File: config.mk
export PLATFORM = sky130hd
export DESIGN_NAME = dest_sink
export DESIGN_NICKNAME = d
export VERILOG_FILES = /design/src/rtl/dest_sink.sv
export SDC_FILE = /design/constraint.sdc
export NUM_CORES = 1
export LEC_CHECK = 0
export ABC_AREA = 1
export ABC_CLOCK_PERIOD_IN_PS = 2200
export CORE_ASPECT_RATIO = 1.2
export CORE_MARGIN = 1.5
export CORE_UTILIZATION = 30
export CTS_CLUSTER_DIAMETER = 150
export DETAILED_ROUTE_END_ITERATION = 7
export GPL_TIMING_DRIVEN = 0
export PLACE_DENSITY = 0.58
export SYNTH_ARGS = -nofsm -noshare
export SYNTH_HDL_FRONTEND = slang
export SYNTH_SLANG_ARGS = --single-unit
File: constraint.sdc
create_clock -name clk -period 2.2 [get_ports clk]
set_input_delay 0.22 -clock clk [delete_from_list [all_inputs] [get_ports clk]]
set_output_delay 0.22 -clock clk [all_outputs]
set_load 0.01 [all_outputs]
File: src/rtl/dest_sink.sv
// Two-channel destination FIFO with registered per-channel pause back-pressure.
// Optional feature: define DEST_SINK_STATS_EN to add saturating accepted-push counters rx_cnt0/rx_cnt1.
module dest_sink #(
    parameter int DATA_WIDTH   = 6,
    parameter int DEPTH        = 4,
    parameter int PAUSE_THRESH = 3
) (
    input  logic                  clk,
    input  logic                  reset,
    input  logic                  push_0,
    input  logic                  push_1,
    input  logic [DATA_WIDTH-1:0] data_in0,
    input  logic [DATA_WIDTH-1:0] data_in1,
    input  logic                  pop_0,
    input  logic                  pop_1,
    output logic [DATA_WIDTH-1:0] data_out0,
    output logic [DATA_WIDTH-1:0] data_out1,
    output logic                  valid_out0,
    output logic                  valid_out1,
    output logic                  pause_d0,
    output logic                  pause_d1,
    output logic                  empty_0,
    output logic                  empty_1,
    output logic                  full_0,
    output logic                  full_1,
    output logic                  overflow_0,
`ifdef DEST_SINK_STATS_EN
    output logic                  overflow_1,
    output logic [7:0]            rx_cnt0,
    output logic [7:0]            rx_cnt1
`else
    output logic                  overflow_1
`endif
);

    localparam int            AW       = $clog2(DEPTH);
    localparam logic [AW:0]   DEPTH_C  = (AW+1)'(DEPTH);
    localparam logic [AW:0]   THRESH_C = (AW+1)'(PAUSE_THRESH);
    localparam logic [AW:0]   ONE_C    = (AW+1)'(1);
    localparam logic [AW-1:0] PTR_ONE_C = AW'(1);

    logic [1:0]            push_s;
    logic [1:0]            pop_s;
    logic [1:0]            valid_s;
    logic [1:0]            pause_s;
    logic [1:0]            empty_s;
    logic [1:0]            full_s;
    logic [1:0]            ovf_s;
    logic [DATA_WIDTH-1:0] din_s  [2];
    logic [DATA_WIDTH-1:0] dout_s [2];

    assign push_s   = {push_1, push_0};
    assign pop_s    = {pop_1, pop_0};
    assign din_s[0] = data_in0;
    assign din_s[1] = data_in1;

    for (genvar ch = 0; ch < 2; ch++) begin : g_ch
        logic [DATA_WIDTH-1:0] mem_q [DEPTH];
        logic [AW-1:0]         wr_ptr_q;
        logic [AW-1:0]         rd_ptr_q;
        logic [AW:0]           count_q;
        logic [AW:0]           count_d;
        logic                  push_ok_s;
        logic                  pop_ok_s;
        logic [DATA_WIDTH-1:0] dout_q;
        logic                  valid_q;
        logic                  pause_q;
        logic                  ovf_q;

        assign empty_s[ch] = (count_q == '0);
        assign full_s[ch]  = (count_q == DEPTH_C);

        // Accept decisions and next occupancy; a pop frees the slot for a push while full.
        always_comb begin
            pop_ok_s  = pop_s[ch] && !empty_s[ch];
            push_ok_s = push_s[ch] && (!full_s[ch] || pop_ok_s);
            count_d   = count_q;
            if (push_ok_s && !pop_ok_s) begin
                count_d = count_q + ONE_C;
            end else if (!push_ok_s && pop_ok_s) begin
                count_d = count_q - ONE_C;
            end else begin
                count_d = count_q;
            end
        end

        // Channel storage, pointers, read register and sticky overflow.
        always_ff @(posedge clk) begin
            if (reset) begin
                for (int i = 0; i < DEPTH; i++) mem_q[i] <= '0;
                wr_ptr_q <= '0;
                rd_ptr_q <= '0;
                count_q  <= '0;
                dout_q   <= '0;
                valid_q  <= 1'b0;
                pause_q  <= 1'b0;
                ovf_q    <= 1'b0;
            end else begin
                if (push_ok_s) begin
                    mem_q[wr_ptr_q] <= din_s[ch];
                    wr_ptr_q        <= wr_ptr_q + PTR_ONE_C;
                end
                if (pop_ok_s) begin
                    dout_q   <= mem_q[rd_ptr_q];
                    rd_ptr_q <= rd_ptr_q + PTR_ONE_C;
                end
                valid_q <= pop_ok_s;
                count_q <= count_d;
                pause_q <= (count_d >= THRESH_C);
                if (push_s[ch] && !push_ok_s) begin
                    ovf_q <= 1'b1;
                end
            end
        end

        assign dout_s[ch]  = dout_q;
        assign valid_s[ch] = valid_q;
        assign pause_s[ch] = pause_q;
        assign ovf_s[ch]   = ovf_q;

`ifdef DEST_SINK_STATS_EN
        logic [7:0] rx_q;

        // Saturating count of accepted pushes.
        always_ff @(posedge clk) begin
            if (reset) begin
                rx_q <= 8'd0;
            end else if (push_ok_s && (rx_q != 8'hFF)) begin
                rx_q <= rx_q + 8'd1;
            end
        end

        if (ch == 0) begin : g_rx0
            assign rx_cnt0 = rx_q;
        end else begin : g_rx1
            assign rx_cnt1 = rx_q;
        end
`endif
    end

    assign data_out0  = dout_s[0];
    assign data_out1  = dout_s[1];
    assign valid_out0 = valid_s[0];
    assign valid_out1 = valid_s[1];
    assign pause_d0   = pause_s[0];
    assign pause_d1   = pause_s[1];
    assign empty_0    = empty_s[0];
    assign empty_1    = empty_s[1];
    assign full_0     = full_s[0];
    assign full_1     = full_s[1];
    assign overflow_0 = ovf_s[0];
    assign overflow_1 = ovf_s[1];

endmodule
---- Yosys cells after proc, flatten, opt, wreduce, memory -nomap -nowiden ----
Memories as Yosys holds them, arrays and structs flattened. A register that Yosys moved wholly into a read port is not among the register bits.
Index checks and enable logic that the tools add are counted.
operators by class
  mux-type cells .......................... 18
  $mul .................................... 0
  order comparisons ....................... 2
  reductions and logical operators ........ 24
  equality and inequality tests ........... 2
  shifts and indexed selects .............. 0
  $add $sub $neg .......................... 8
  divide/modulo/power cells ............... 0
  bitwise operators ....................... 0
operators with widths
  operator                                             count
  2-to-1 mux 3 bit                                     4
  2-to-1 mux 6 bit                                     2
  OR reduction 6 bit                                   2
  logical AND 1 bit                                    10
  2-to-1 mux 1 bit                                     10
  adder 2 x 1 -> 2 bit, second input constant          4
  logical NOT 1 bit                                    8
  adder 3 x 1 -> 3 bit, second input constant          2
  equality test 3 bit, second input constant           2
  >= comparator 3 x 2 -> 1 bit, second input constant  2
  logical NOT 3 bit                                    2
  subtractor 3 x 1 -> 3 bit, second input constant     2
  2-to-1 mux 2 bit                                     2
  logical OR 1 bit                                     2
word-level totals
  bits in registers ....................... 20
  memory bits (writable) .................. 48
  word-level logic and storage cells ...... 68
  bits in read-only memories .............. 0
  latch bits .............................. 0
  bits of input ports ..................... 18
  memories kept ........................... 2
memory list
  memory         words  width  read ports  clocked after Yosys merged registers in  wr ports  line  RTL
  g_ch[0].mem_q  4      6      1           1                                        4         58    logic [DATA_WIDTH-1:0] mem_q [DEPTH];
  g_ch[1].mem_q  4      6      1           1                                        4         58

---- Logic depth before layout (Yosys ltp) ----
Gate-level depths: netlist of run 1.
  depth in word-level cells ............... 10
  mapped depth ............................ 11
  gate-level depth less buffers ........... 11

---- Least setup slack after synthesis of run 1 ----
OpenSTA, ideal clock, no wires.
  kind .................................... reg2reg
  start ................................... reg g_ch[0].count_q[0]
  end ..................................... mem g_ch[0].mem_q[3][0] (enable)
  arrival ................................. 1.440 ns
  period minus slack after synthesis ...... 1.820 ns
  cell stages (with the launch flop) ...... 6
  library setup time ...................... 0.380 ns
  path slack .............................. 0.380 ns
  path through ............................ dfxtp_1 inv_1 ha_1 nand3_2 nand2_4 o31ai_1
RTL lines
  what                      line  RTL
  start: declaration        61    logic [AW:0] count_q;
  start signal: assignment  108   count_q <= count_d;
  end: declaration          58

---- Worst setup path after layout of run 1 ----
  start ................................... reg g_ch[1].count_q[0]
  end ..................................... out full_1
on the way
  cells in the longest elaborated chain, start to end .. 1
ends and longest elaborated chain
  what                      line  RTL
  start: declaration        61
  start signal: assignment  108
  equality test 3 bit       71    assign full_s[ch] = (count_q == DEPTH_C);
  end: declaration          25    output logic full_1,
No other way between the ends.

==> results of run 1 <==
-- metal layers --
metal / GRT usage, % / share of wire, % / vias to the layer above
met5: 0 / 0 / -
met4: 6.68 / 2.8 / 0
met3: 4.29 / 4.6 / 17
met2: 20.8 / 48 / 53
met1: 13.1 / 45 / 1213
li1: - / - / 1405
-- metrics by stage --
step / setup TNS, ns / setup WS (ns)
6_report: 0 / 0.207
5_1_grt: 0 / 0.0309
4_1_cts: 0 / 0.0142
3_5_place_dp: -1.96 / -0.137
3_3_place_gp: -2.07 / -0.109
2_1_floorplan: 0 / 0.380
-- power groups by stage --
stage / Combinational, mW / Sequential [mW] / Clock [mW]
after detailed placement: 0.797 / 1.84 / 0
final: 0.791 / 1.81 / 1.47
after global routing: 0.890 / 1.83 / 1.57
after global placement: 0.785 / 1.84 / 0
after floorplan: 0.499 / 1.85 / 0
after CTS: 0.800 / 1.81 / 1.50
-- sequential cells by signal, indices dropped and copies added, names as in the netlist --
name and cells:
data_out0 6, data_out1 6, g_ch.count_q 6, g_ch.mem_q 48
g_ch.rd_ptr_q 4, g_ch.wr_ptr_q 4, overflow_0 1, overflow_1 1
pause_d0 1, pause_d1 1, valid_out0 1, valid_out1 1
-- logic make-up (layout without fill, tap and decap cells) --
group | count (synthesis) | in the layout | synth area share (%)
buffers and inverters | 69 | 124 | 8.04
adder cells (fa/ha/maj) | 6 | 6 | 2.06
XOR/XNOR | 2 | 2 | 0.481
AND/OR/NAND/NOR | 177 | 177 | 22.0
flip-flops | 80 | 80 | 57.1
AO/OA/AOI/OAI | 69 | 69 | 10.3
-- critical path, cell delays in order (launching register included) --
cell and delay [ns]:
dfxtp_1 0.33, inv_1 0.11, ha_1 0.27, nand2_1 0.14, inv_1 0.07, clkdlybuf4s50_1 0.52
-- worst paths after layout --
check	from	end	slack, ns
hold / removal	overflow_1	overflow_1	0.46
setup / recovery	g_ch[1].count_q[0]	full_1	0.21
hold reg to reg	overflow_1	overflow_1	0.46
setup reg to reg	g_ch[1].count_q[0]	g_ch[1].mem_q[2][3]	0.21
-- cell type report --
class | count | area [sq um]
clock inverter | 6 | 68.8
buffer | 10 | 63.8
fill | 1151 | 7140
tap | 157 | 196
clock buffer | 10 | 229
multi-input combinational | 254 | 1270
sequential | 80 | 2080
inverter | 59 | 229
timing repair buffer | 39 | 390
-- placed cells by master, fill, tap and decap left out, types with 9 or more instances in the layout --
cell type,n
nor2_1,95
nand2_1,52
o22ai_1,12
edfxtp_1,48
o21ai_0,45
clkdlybuf4s50_1,39
dfxtp_1,32
clkbuf_16,9
inv_1,56
-- timing repair --
action | in CTS | in global routing
setup buffers | 0 | 0
endpoints found under the setup margin | 0 | 12
gates resized for setup | 0 | 2
==> run summary, run 1 <==
synthesized net count: 427
Routed wire per std cell: 11.5 um
die span in x: 104 um
# setup viols final: 0
post-layout util: 38.8%
n_diodes: 0
DP Area: 4230 sq um
hold path depth: 1
power consumption: 4.07 mW
core footprint: 11700 sq um
final hold violations: 0
Synth warnings: 0
via count: 2688
Die H: 124 um
largest net degree at the start of global routing: 15
CTS Sinks: 80
WP data arrival: 1.77 ns
clk_lat worst skew: 0.34 ns
startpoint types: flip-flop
worst vdd ir: 0.000309 V
relative slew slack: 47.3%
IO Port Bufs: 39
Leakage: 1.96 nW
antenna-violating nets left: 0
sequential share of power: 44.5%
fin crit period: 1.99 ns
DR DRC count: 0
Synth cell types: 33
Sw Share: 27.3%
Die ar.: 12800 sq um
unrepaired setup endpoints after global routing: no
grt total ovfl: 0
hold_ws: 0.461 ns
P_int: 2.96 mW
MaxCap Viol Count: 0
# IOs: 40
Initial DRT Pass Iterations: 4
DR iter-0 viols: 129
first-pass GRT wire length: 11900 um
Rows: 43
#FFs+latches synth: 80
Post-synth top cells: nor2_1 (95), inv_1 (56), nand2_1 (52)
Slew @ Worst Pin: 0.782 ns
CP Max Fanout: 4
synthesized area: 3640 sq um
Clock Path Buffers: 2
Post-synth top flop: edfxtp_1
dominant cell by count in the synthesized netlist: nor2_1
top cell type's share of synthesized area: 39.6%
vias in the first global route: 2608
syn avg cell area: 9.04 sq um
Final Net Count: 477
Mapped Cells: 403
WS Path Type: flip-flop to output pin
Crit. End Element: output pin
Starting Density: 31.2%
CTS tree: built
P&R area growth vs syn: 24.4%
layout cells sized above 1: 10.5%
Critical Path RT: 1.98 ns
Max Clock Freq: 502 MHz
Hold Path Class: flip-flop to flip-flop
number of buffers created by CTS: 9
NetSw: 1.11 mW
# hold bufs at CTS: 0
sequential element share of the synthesized area: 57.1%
HPWL Detailed: 5440 um
antenna violations before repair: 0
worst reg2reg path depth: 5
GPL Wtd Cong: 0.785
Synth area leader: edfxtp_1
Comb pwr share: 19.4%
vias per cell: 4.37
Total GRT Usage: 12.1%
CTS clock-pin slew for the worst setup and hold paths: 0.06 ns
Pwr Density: 897 nW/um^2
Non-Filler Instances: 615
H-tree levels: 3
Async S/R FF share, synth: 0%
EDFF count, synth: 48
clock share of power: 36.1%
fin area: 4530 sq um
total wire length: 7100 um
synth top area cells: edfxtp_1 (40%), dfxtp_1 (18%), nor2_1 (9.8%)
CTS root buf: clkbuf_16
status: complete, no violations
Worst Skew: 0.00450 ns
fin. max-slew vios: 0
crit share post-route: 90.6%
Placed Cells: 599
No activity file was read; power rests on OpenSTA's default activity.
==> inputs of run 2 (changes only) <==
==> constraint.sdc (replaced) <==
create_clock -name clk -period 2.2 [get_ports clk]
set_input_delay 0.44 -clock clk [delete_from_list [all_inputs] [get_ports clk]]
set_output_delay 0.44 -clock clk [all_outputs]
set_load 0.01 [all_outputs]
==> run summary, run 2 (same netlist as run 1, synthesis figures left out) <==
status: complete, no violations
P&R area growth vs syn: 25.0%
met1 WL: 3140 um (-0.66%)
launch point of the worst hold path: overflow_1
grt total ovfl: 0 (unchanged)
Leakage: 1.96 nW (about the same)
# IOs: 40 (unchanged)
worst vdd ir: 0.000299 V (-3.3%)
CTS Sinks: 80 (unchanged)
Critical Path RT: 1.76 ns (-0.22 ns)
fin area: 4550 sq um (+0.47%)
H-tree levels: 3 (unchanged)
CP Max Fanout: 4 (unchanged)
hold endpoint: overflow_1
largest net degree at the start of global routing: 15 (unchanged)
clk_lat worst skew: 0.34 ns (about the same)
relative slew slack: 49.1% (+1.9 points)
first-pass GRT wire length: 11900 um (-0.11%)
Hold Path Class: flip-flop to flip-flop
most frequent cells in the layout: nor2_1 (95), inv_1 (55), nand2_1 (52)
reg2reg start: g_ch[0].count_q[0]
vias in the first global route: 2605 (-0.12%)
Die H: 124 um (unchanged)
# setup viols final: 0 (unchanged)
Initial DRT Pass Iterations: 4 (unchanged)
min setup slack post-route: 0.0993 ns (-0.107 ns)
CTS clock-pin slew for the worst setup and hold paths: 0.06 ns (about the same)
crit share post-route: 95.5% (+4.9 points)
wire length on met3: 334 um (+3.1%)
CTS root buf: clkbuf_16
Setup TNS: 0 ns (unchanged)
Pwr Density: 899 nW/um^2 (+0.16%)
WS Path Type: flip-flop to output pin
Largest register FFs: 48 (unchanged)
Total GRT Usage: 12.1% (about the same)
commonest non-fill, non-tap cell in the layout: nor2_1
Final Net Count: 476 (-0.21%)
WP data arrival: 1.66 ns (-0.11 ns)
Slew @ Worst Pin: 0.755 ns (-0.0275 ns)
HPWL Detailed: 5440 um (unchanged)
worst slack at placement: -0.357 ns (-0.220 ns)
startpoint types: flip-flop
Die ar.: 12800 sq um (unchanged)
antenna-violating nets left: 0 (unchanged)
layout cells sized above 1: 11.2% (+0.68 points)
worst reg2reg path depth: 5 (unchanged)
CTS tree: built
Setup Fix Bufs, Post-CTS: 0 (unchanged)
Clock Path Buffers: 2 (unchanged)
Highest Signal Layer: met4
MaxCap Viol Count: 0 (unchanged)
fin crit period: 2.10 ns (+0.107 ns)
Max Clock Freq: 476 MHz (-5.1%)
Crit Reg-Reg Endpoint: g_ch[0].mem_q[2][3]
via count: 2684 (-0.15%)
fin. max-slew vios: 0 (unchanged)
Starting Density: 31.2% (unchanged)
total wire length: 7130 um (+0.51%)
IO Port Bufs: 39 (unchanged)
hold path depth: 1 (unchanged)
DP Area: 4230 sq um (unchanged)
Crit. End Element: output pin
DR iter-0 viols: 131 (+1.6%)
GPL Wtd Cong: 0.785 (unchanged)
die span in x: 104 um (unchanged)
number of buffers created by CTS: 9 (unchanged)
# hold bufs at CTS: 0 (unchanged)
DR DRC count: 0 (unchanged)
final hold violations: 0 (unchanged)
vias per cell: 4.37 (about the same)
Routed wire per std cell: 11.6 um (+0.67%)
Rows: 43 (unchanged)
Reg with most FFs: g_ch.mem_q
FF-to-FF setup slack: 0.32 ns (+0.11 ns)
met2 WL: 3480 um (+1.8%)
core footprint: 11700 sq um (unchanged)
n_diodes: 0 (unchanged)
Worst Skew: 0.00462 ns (+0.000118 ns)
power consumption: 4.09 mW (+0.63%)
antenna violations before repair: 0 (unchanged)
run 2: stage by stage:
step	hold WS (ns)	util, %	cells
2_1_floorplan	0.487	-	403
3_3_place_gp	0.454	36.2	599
3_5_place_dp	0.456	36.2	599
4_1_cts	0.470	38.8	615
5_1_grt	0.483	39.0	614
6_report	0.461	39.0	614
run 2: metal layers:
layer  track usage, %  up-vias
li1                 -     1403
met1             13.1     1207
met2             20.8       59
met3             4.29       15
met4             6.68        0
met5                0        -
run 2: where the power goes:
group,switching (mW),internal [mW]
Clock,0.583,0.884
Combinational,0.466,0.350
Sequential,0.0729,1.74
Total,1.12,2.97
run 2: worst max-delay path, cell delays in order (launching register included):
cell and delay (ns):
dfxtp_1 0.34, inv_2 0.11, ha_4 0.18, nand2_1 0.11, inv_1 0.07, clkdlybuf4s50_1 0.52
run 2: final cells by class:
| cell class | instances | area [sq um] |
|---|---|---|
| multi-input combinational | 254 | 1300 |
| buffer | 9 | 60.1 |
| sequential | 80 | 2080 |
| tap | 157 | 196 |
| clock buffer | 10 | 229 |
| fill | 1148 | 7120 |
| clock inverter | 6 | 68.8 |
| inverter | 59 | 229 |
| timing repair buffer | 39 | 390 |
run 2: what timing repair did:
| item | 4_1_cts | 5_1_grt |
|---|---|---|
| pin swaps | 0 | 0 |
| endpoints found under the setup margin | 8 | 22 |
| resized for setup | 2 | 6 |
| cloned | 0 | 0 |
run 2: worst max path at each step:
stage                                  start             endpoint  slack [ns]  cells after the start
after floorplan           g_ch[0].count_q[0]  g_ch[0].mem_q[3][0]        0.38                      5
after global placement                 pop_0  g_ch[0].mem_q[3][4]       -0.33                      5
after detailed placement               reset  g_ch[0].mem_q[1][4]       -0.36                      5
after CTS                              pop_0  g_ch[0].mem_q[3][3]       0.003                      5
after global routing      g_ch[1].count_q[1]               full_1       -0.02                      5
final                     g_ch[1].count_q[0]               full_1         0.1                      5
==> RTL change 1 (flow settings as in run 1) <==
The parameter `DEPTH` goes from 4 to 8.
--- a/src/rtl/dest_sink.sv
+++ b/src/rtl/dest_sink.sv
@@ -3,5 +3,5 @@
 module dest_sink #(
     parameter int DATA_WIDTH   = 6,
-    parameter int DEPTH        = 4,
+    parameter int DEPTH        = 8,
     parameter int PAUSE_THRESH = 3
 ) (
Function: changed (a bounded check fails within 10 cycles, from zero or initial values and one cycle with reset high).
==> RTL change 1 against run 1 <==
  * Synthesized area up 73%
  * Synthesized cell count increased by 66%
  * Final cell count is 64% higher
  * First-iteration DRC count rose by 110%
  * Cell area is 68% higher
  * Total power increased by 95%
  * Utilization down 1.5 points
  * Sequential share of layout area rose by 1.9 points
  * Combinational power increased to 2.6 times the old value
  * Sequential cell count grew 54
  * Setup slack worse by 92 ps
  * Routed wire length rose by 110%
  * Register-to-register slack got worse by 20 ps
  * Critical endpoint unchanged
  * Largest cell class unchanged
==> RTL change 1: results (changes against run 1) <==
status: "complete, no violations"  # unchanged
antenna_found_initial: 0  # unchanged
clock_skew_ps: 9.816  # was 4.499 ps
drive_gt1_frac: 0.1404  # was 0.1048
clk_latency_ps: 420  # was 340 ps
root_buffer: "clkbuf_16"  # unchanged
reg2regPathDepth: 7  # was 5
n_antenna_cell: 0  # unchanged
grt_pass1_wl_mm: 23.43  # was 11.94 mm
vias: 4696  # was 2688
rrSetupSlack_ps: 190  # was 210 ps
netlist_top_cells_area: "edfxtp_1 (46%), dfxtp_1 (12%), nor2_1 (11%)"  # was edfxtp_1 (40%), dfxtp_1 (18%), nor2_1 (9.8%)
critPathSlowestCell: "clkdlybuf4s50_1"  # unchanged
vdd_drop_max_mv: 0.5413  # was 0.3088 mV
ys_seq_area_frac: 0.5796  # was 0.5714
min_period_ps: 2085  # was 1993 ps
synthFlopType: "edfxtp_1"  # unchanged
cts_max_path_buffers: 2  # unchanged
h-tree-depth: 4  # was 3
gp_congestion: 0.8113  # was 0.7853
hpwl_mm: 10.65  # was 5.438 mm
setup.worst_path.start: "g_ch[1].count_q[0]"  # unchanged
crit_arrival_ps: 1870  # was 1770 ps
wire_per_inst_um: 14.60  # was 11.54 µm
drtIter0Drc: 274  # was 129
pre_cts_slack_ps: -222.3  # was -136.9 ps
grt_pass1_vias: 4558  # was 2608
synth_edf_count: 96  # was 48
path_clk_slew_ps: 60  # about the same
cp-endpoint: "full_1"  # unchanged
yosysWarnings: 0  # unchanged
syn-num-nets: 696  # was 427
cts_setup_buffers: 0  # unchanged
dpl_cell_area_um2: 7008  # was 4230 µm²
synthArstFlopShare: 0  # unchanged
r2r-end: "g_ch[1].mem_q[6][0]"  # was g_ch[1].mem_q[2][3]
nFillCells: 2082  # was 1151
finalNetCount: 754  # was 477
top_regs: "g_ch.mem_q (96), g_ch.count_q (8)"
grt_max_degree: 17  # was 15
synth_top_area_frac: 0.4586  # was 0.3956
cts_inserted_buffers: 17  # was 9
antenna_left: 0  # unchanged
crit_fanout: 5  # was 4
grt_use_total: 0.1425  # was 0.1207
slew_headroom: 0.4587  # was 0.4729
leakage_nw: 3.128  # was 1.961 nW
synth_common_cells: "nor2_1 (186), edfxtp_1 (96), nand2_1 (78), o21ai_0 (47), inv_1 (40)"  # was nor2_1 (95), inv_1 (56), nand2_1 (52), edfxtp_1 (48), o21ai_0 (46)
## RTL change 1: metrics by stage
| stage | util | hold WS [ps] | TNS, ps | instances |
|---|---|---|---|---|
| 2_1_floorplan | - | 388.7 | 0 | 670 |
| 3_3_place_gp | 0.3436 | 450.0 | -11410 | 974 |
| 3_5_place_dp | 0.3436 | 454.2 | -12110 | 974 |
| 4_1_cts | 0.3718 | 464.7 | 0 | 1006 |
| 5_1_grt | 0.3731 | 477.0 | 0 | 1006 |
| 6_report | 0.3731 | 461.0 | 0 | 1006 |
## RTL change 1: where the power goes
group	switching, mW	leakage (nW)	internal, mW	total (mW)
Clock	1.04	0.277	1.76	2.80
Combinational	1.27	1.54	0.786	2.06
Sequential	0.132	1.31	2.95	3.08
Total	2.44	3.13	5.50	7.94
## RTL change 1: cells by family (layout without fill, tap and decap cells)
family                     after synthesis  in the layout  synth area share
adders and majority gates                8              8           0.01592
xor gates and xnor gates                 6              6          0.008360
AOI/OAI and AO/OA                      105            105           0.09634
and+or+nand+nor                        337            337            0.2408
buffers and inverters                   80            151           0.05892
DFF                                    134            134            0.5796
## RTL change 1: area by class of cell
class                      count  share of cell area
inverter                      53             0.02712
buffer                        27             0.02154
timing repair buffer          39             0.05129
tap                          265             0.04356
clock inverter                11             0.01743
clock buffer                  21             0.05787
sequential                   134              0.4787
multi-input combinational    456              0.3025
## RTL change 1: metal layers
layer	global-route usage	routed length [µm]
met1	0.1707	6393
met2	0.2440	7367
met3	0.03358	589
met4	0.05914	340
met5	0	0
## RTL change 1: how the worst min path moves through the flow
stage / start / endpoint / slack [ps] / depth (start not counted)
floorplan: push_1 / g_ch[1].wr_ptr_q[1] / 390 / 2
global placement: overflow_0 / overflow_0 / 450 / 1
detailed placement: data_out1[5] / data_out1[5] / 450 / 2
CTS: data_out0[2] / data_out0[2] / 460 / 2
global route: overflow_0 / overflow_0 / 480 / 1
finish: overflow_0 / overflow_0 / 460 / 1
## RTL change 1: worst reg2reg max path, delay by kind of cell, from the launching register on
kind | cells | cell delay (ps)
AOI/OAI and AO/OA | 1 | 80
adders and majority gates | 1 | 210
and+or+nand+nor | 4 | 880
buffers and inverters | 1 | 130
DFF | 1 | 370
## RTL change 1: what timing repair did
item,in CTS,in global routing
hold buffers,0,0
pin swaps,0,0
setup endpoints to repair,1,27
gates resized for setup,1,6
cloned,0,0
hold endpoints to repair,0,0
==> RTL change 2 (settings of run 1) <==
Without the edit above. Register the outputs `overflow_0` and `overflow_1`; this adds one clock of latency there. The other outputs are not delayed to match.
--- a/src/rtl/dest_sink.sv
+++ b/src/rtl/dest_sink.sv
@@ -149,6 +149,8 @@
     assign full_0     = full_s[0];
     assign full_1     = full_s[1];
-    assign overflow_0 = ovf_s[0];
-    assign overflow_1 = ovf_s[1];
+    always_ff @(posedge clk) begin
+        overflow_0 <= ovf_s[0];
+        overflow_1 <= ovf_s[1];
+    end
 
 endmodule
Formal check against the unedited RTL: not equivalent (a bounded check fails within 10 cycles, from zero or initial values and one cycle with reset high).
==> RTL change 2 against run 1 <==
  * Critical endpoint unchanged
  * Total power is 5.6% higher
  * Synthesized area rose by 1.1%
  * Die area increased by 1.1%
  * Setup slack worse by 6.3 ps
  * Routed wire length rose by 2.0%
  * Cell area up 1.8%
  * Sequential cell count is 2 higher
  * Largest power group unchanged
==> RTL change 2: results (changes against run 1) <==
status: "complete, no violations"  # unchanged
regArea_um2: 2122  # was 2082 µm²
hold_start: "g_ch[1].ovf_q"  # was overflow_1
nFillCells: 1163  # was 1151
met1Wirelength_mm: 3.212  # was 3.160 mm
grt_use_total: 0.1175  # was 0.1207
pre_cts_slack_ps: -103.1  # was -136.9 ps
drtIter0Drc: 100  # was 129
wl_mm: 7.243  # was 7.098 mm
critPathSlowestCell: "clkdlybuf4s50_1"  # unchanged
grt_max_degree: 17  # was 15
synth.avg_cell_area_um2: 9.095  # was 9.041 µm²
drive_gt1_frac: 0.1065  # was 0.1048
finalNonFillerCells: 621  # was 615
leakage_nw: 1.995  # was 1.961 nW
holdWs_ps: 351.0  # was 461.3 ps
finalNetCount: 479  # was 477
r2r-end: "g_ch[1].mem_q[2][0]"  # was g_ch[1].mem_q[2][3]
syn-num-nets: 429  # was 427
netlist_top_cells_area: "edfxtp_1 (39%), dfxtp_1 (18%), nor2_1 (9.7%)"  # was edfxtp_1 (40%), dfxtp_1 (18%), nor2_1 (9.8%)
use_met3: 0.03140  # was 0.04291
vdd_drop_max_mv: 0.3642  # was 0.3088 mV
hpwl_mm: 5.540  # was 5.438 mm
vias_per_cell: 4.351  # was 4.371
wl_met3_um: 247  # was 324 µm
route.met2.wl_mm: 3.625  # was 3.415 mm
grt_pass1_wl_mm: 11.91  # was 11.94 mm
dpl_cell_area_um2: 4275  # was 4230 µm²
rrSetupSlack_ps: 230  # was 210 ps
use_met1: 0.1302  # was 0.1311
met2_usage: 0.2057  # was 0.2083
dp_cells: 605  # was 599
gp_congestion: 0.7582  # was 0.7853
min_path_cells: 0  # was 1
swShare: 0.2728  # was 0.2733
hold_path_end: "overflow_1"  # unchanged
clock_skew_ps: 6.797  # was 4.499 ps
-- RTL change 2: worst max-delay path by stage --
stage | from | slack, ps | endpoint | cells past startpoint
2_1_floorplan | g_ch[0].count_q[0] | 380 | g_ch[0].mem_q[3][0] | 5
3_3_place_gp | pop_0 | -120 | g_ch[0].mem_q[3][1] | 5
3_5_place_dp | pop_0 | -100 | g_ch[0].mem_q[3][2] | 5
4_1_cts | g_ch[0].count_q[0] | 0.7 | g_ch[0].mem_q[3][0] | 5
5_1_grt | g_ch[1].count_q[0] | 50 | g_ch[1].mem_q[2][1] | 5
6_report | g_ch[1].count_q[0] | 200 | full_1 | 5
-- RTL change 2: logic make-up after synthesis --
group,synth area share
AOI/OAI and AO/OA,0.1016
DFF,0.5761
xor gates and xnor gates,0.004756
and+or+nand+nor,0.2177
adders and majority gates,0.02038
buffers and inverters,0.07948
-- RTL change 2: power groups by stage --
stage | combinational [mW] | sequential (mW) | clock [mW]
2_1_floorplan | 0.499 | 1.88 | 0
3_3_place_gp | 0.785 | 1.88 | 0
3_5_place_dp | 0.799 | 1.88 | 0
4_1_cts | 0.801 | 1.85 | 1.69
5_1_grt | 0.896 | 1.86 | 1.74
6_report | 0.793 | 1.85 | 1.66
-- RTL change 2: worst register-to-register path: cells and delay by family (launching register included) --
kind / cells / cell delay (ps)
simple gates: 2 / 250
compound gates: 1 / 640
fa+ha+maj: 1 / 270
buf+inv: 1 / 90
flops: 1 / 350
-- RTL change 2: layout make-up --
cell class | instances | area share
inverter | 59 | 0.04963
sequential | 82 | 0.4600
tap | 161 | 0.04367
buffer | 10 | 0.01383
clock buffer | 9 | 0.04882
timing repair buffer | 39 | 0.08462
multi-input combinational | 254 | 0.2761
clock inverter | 7 | 0.02333
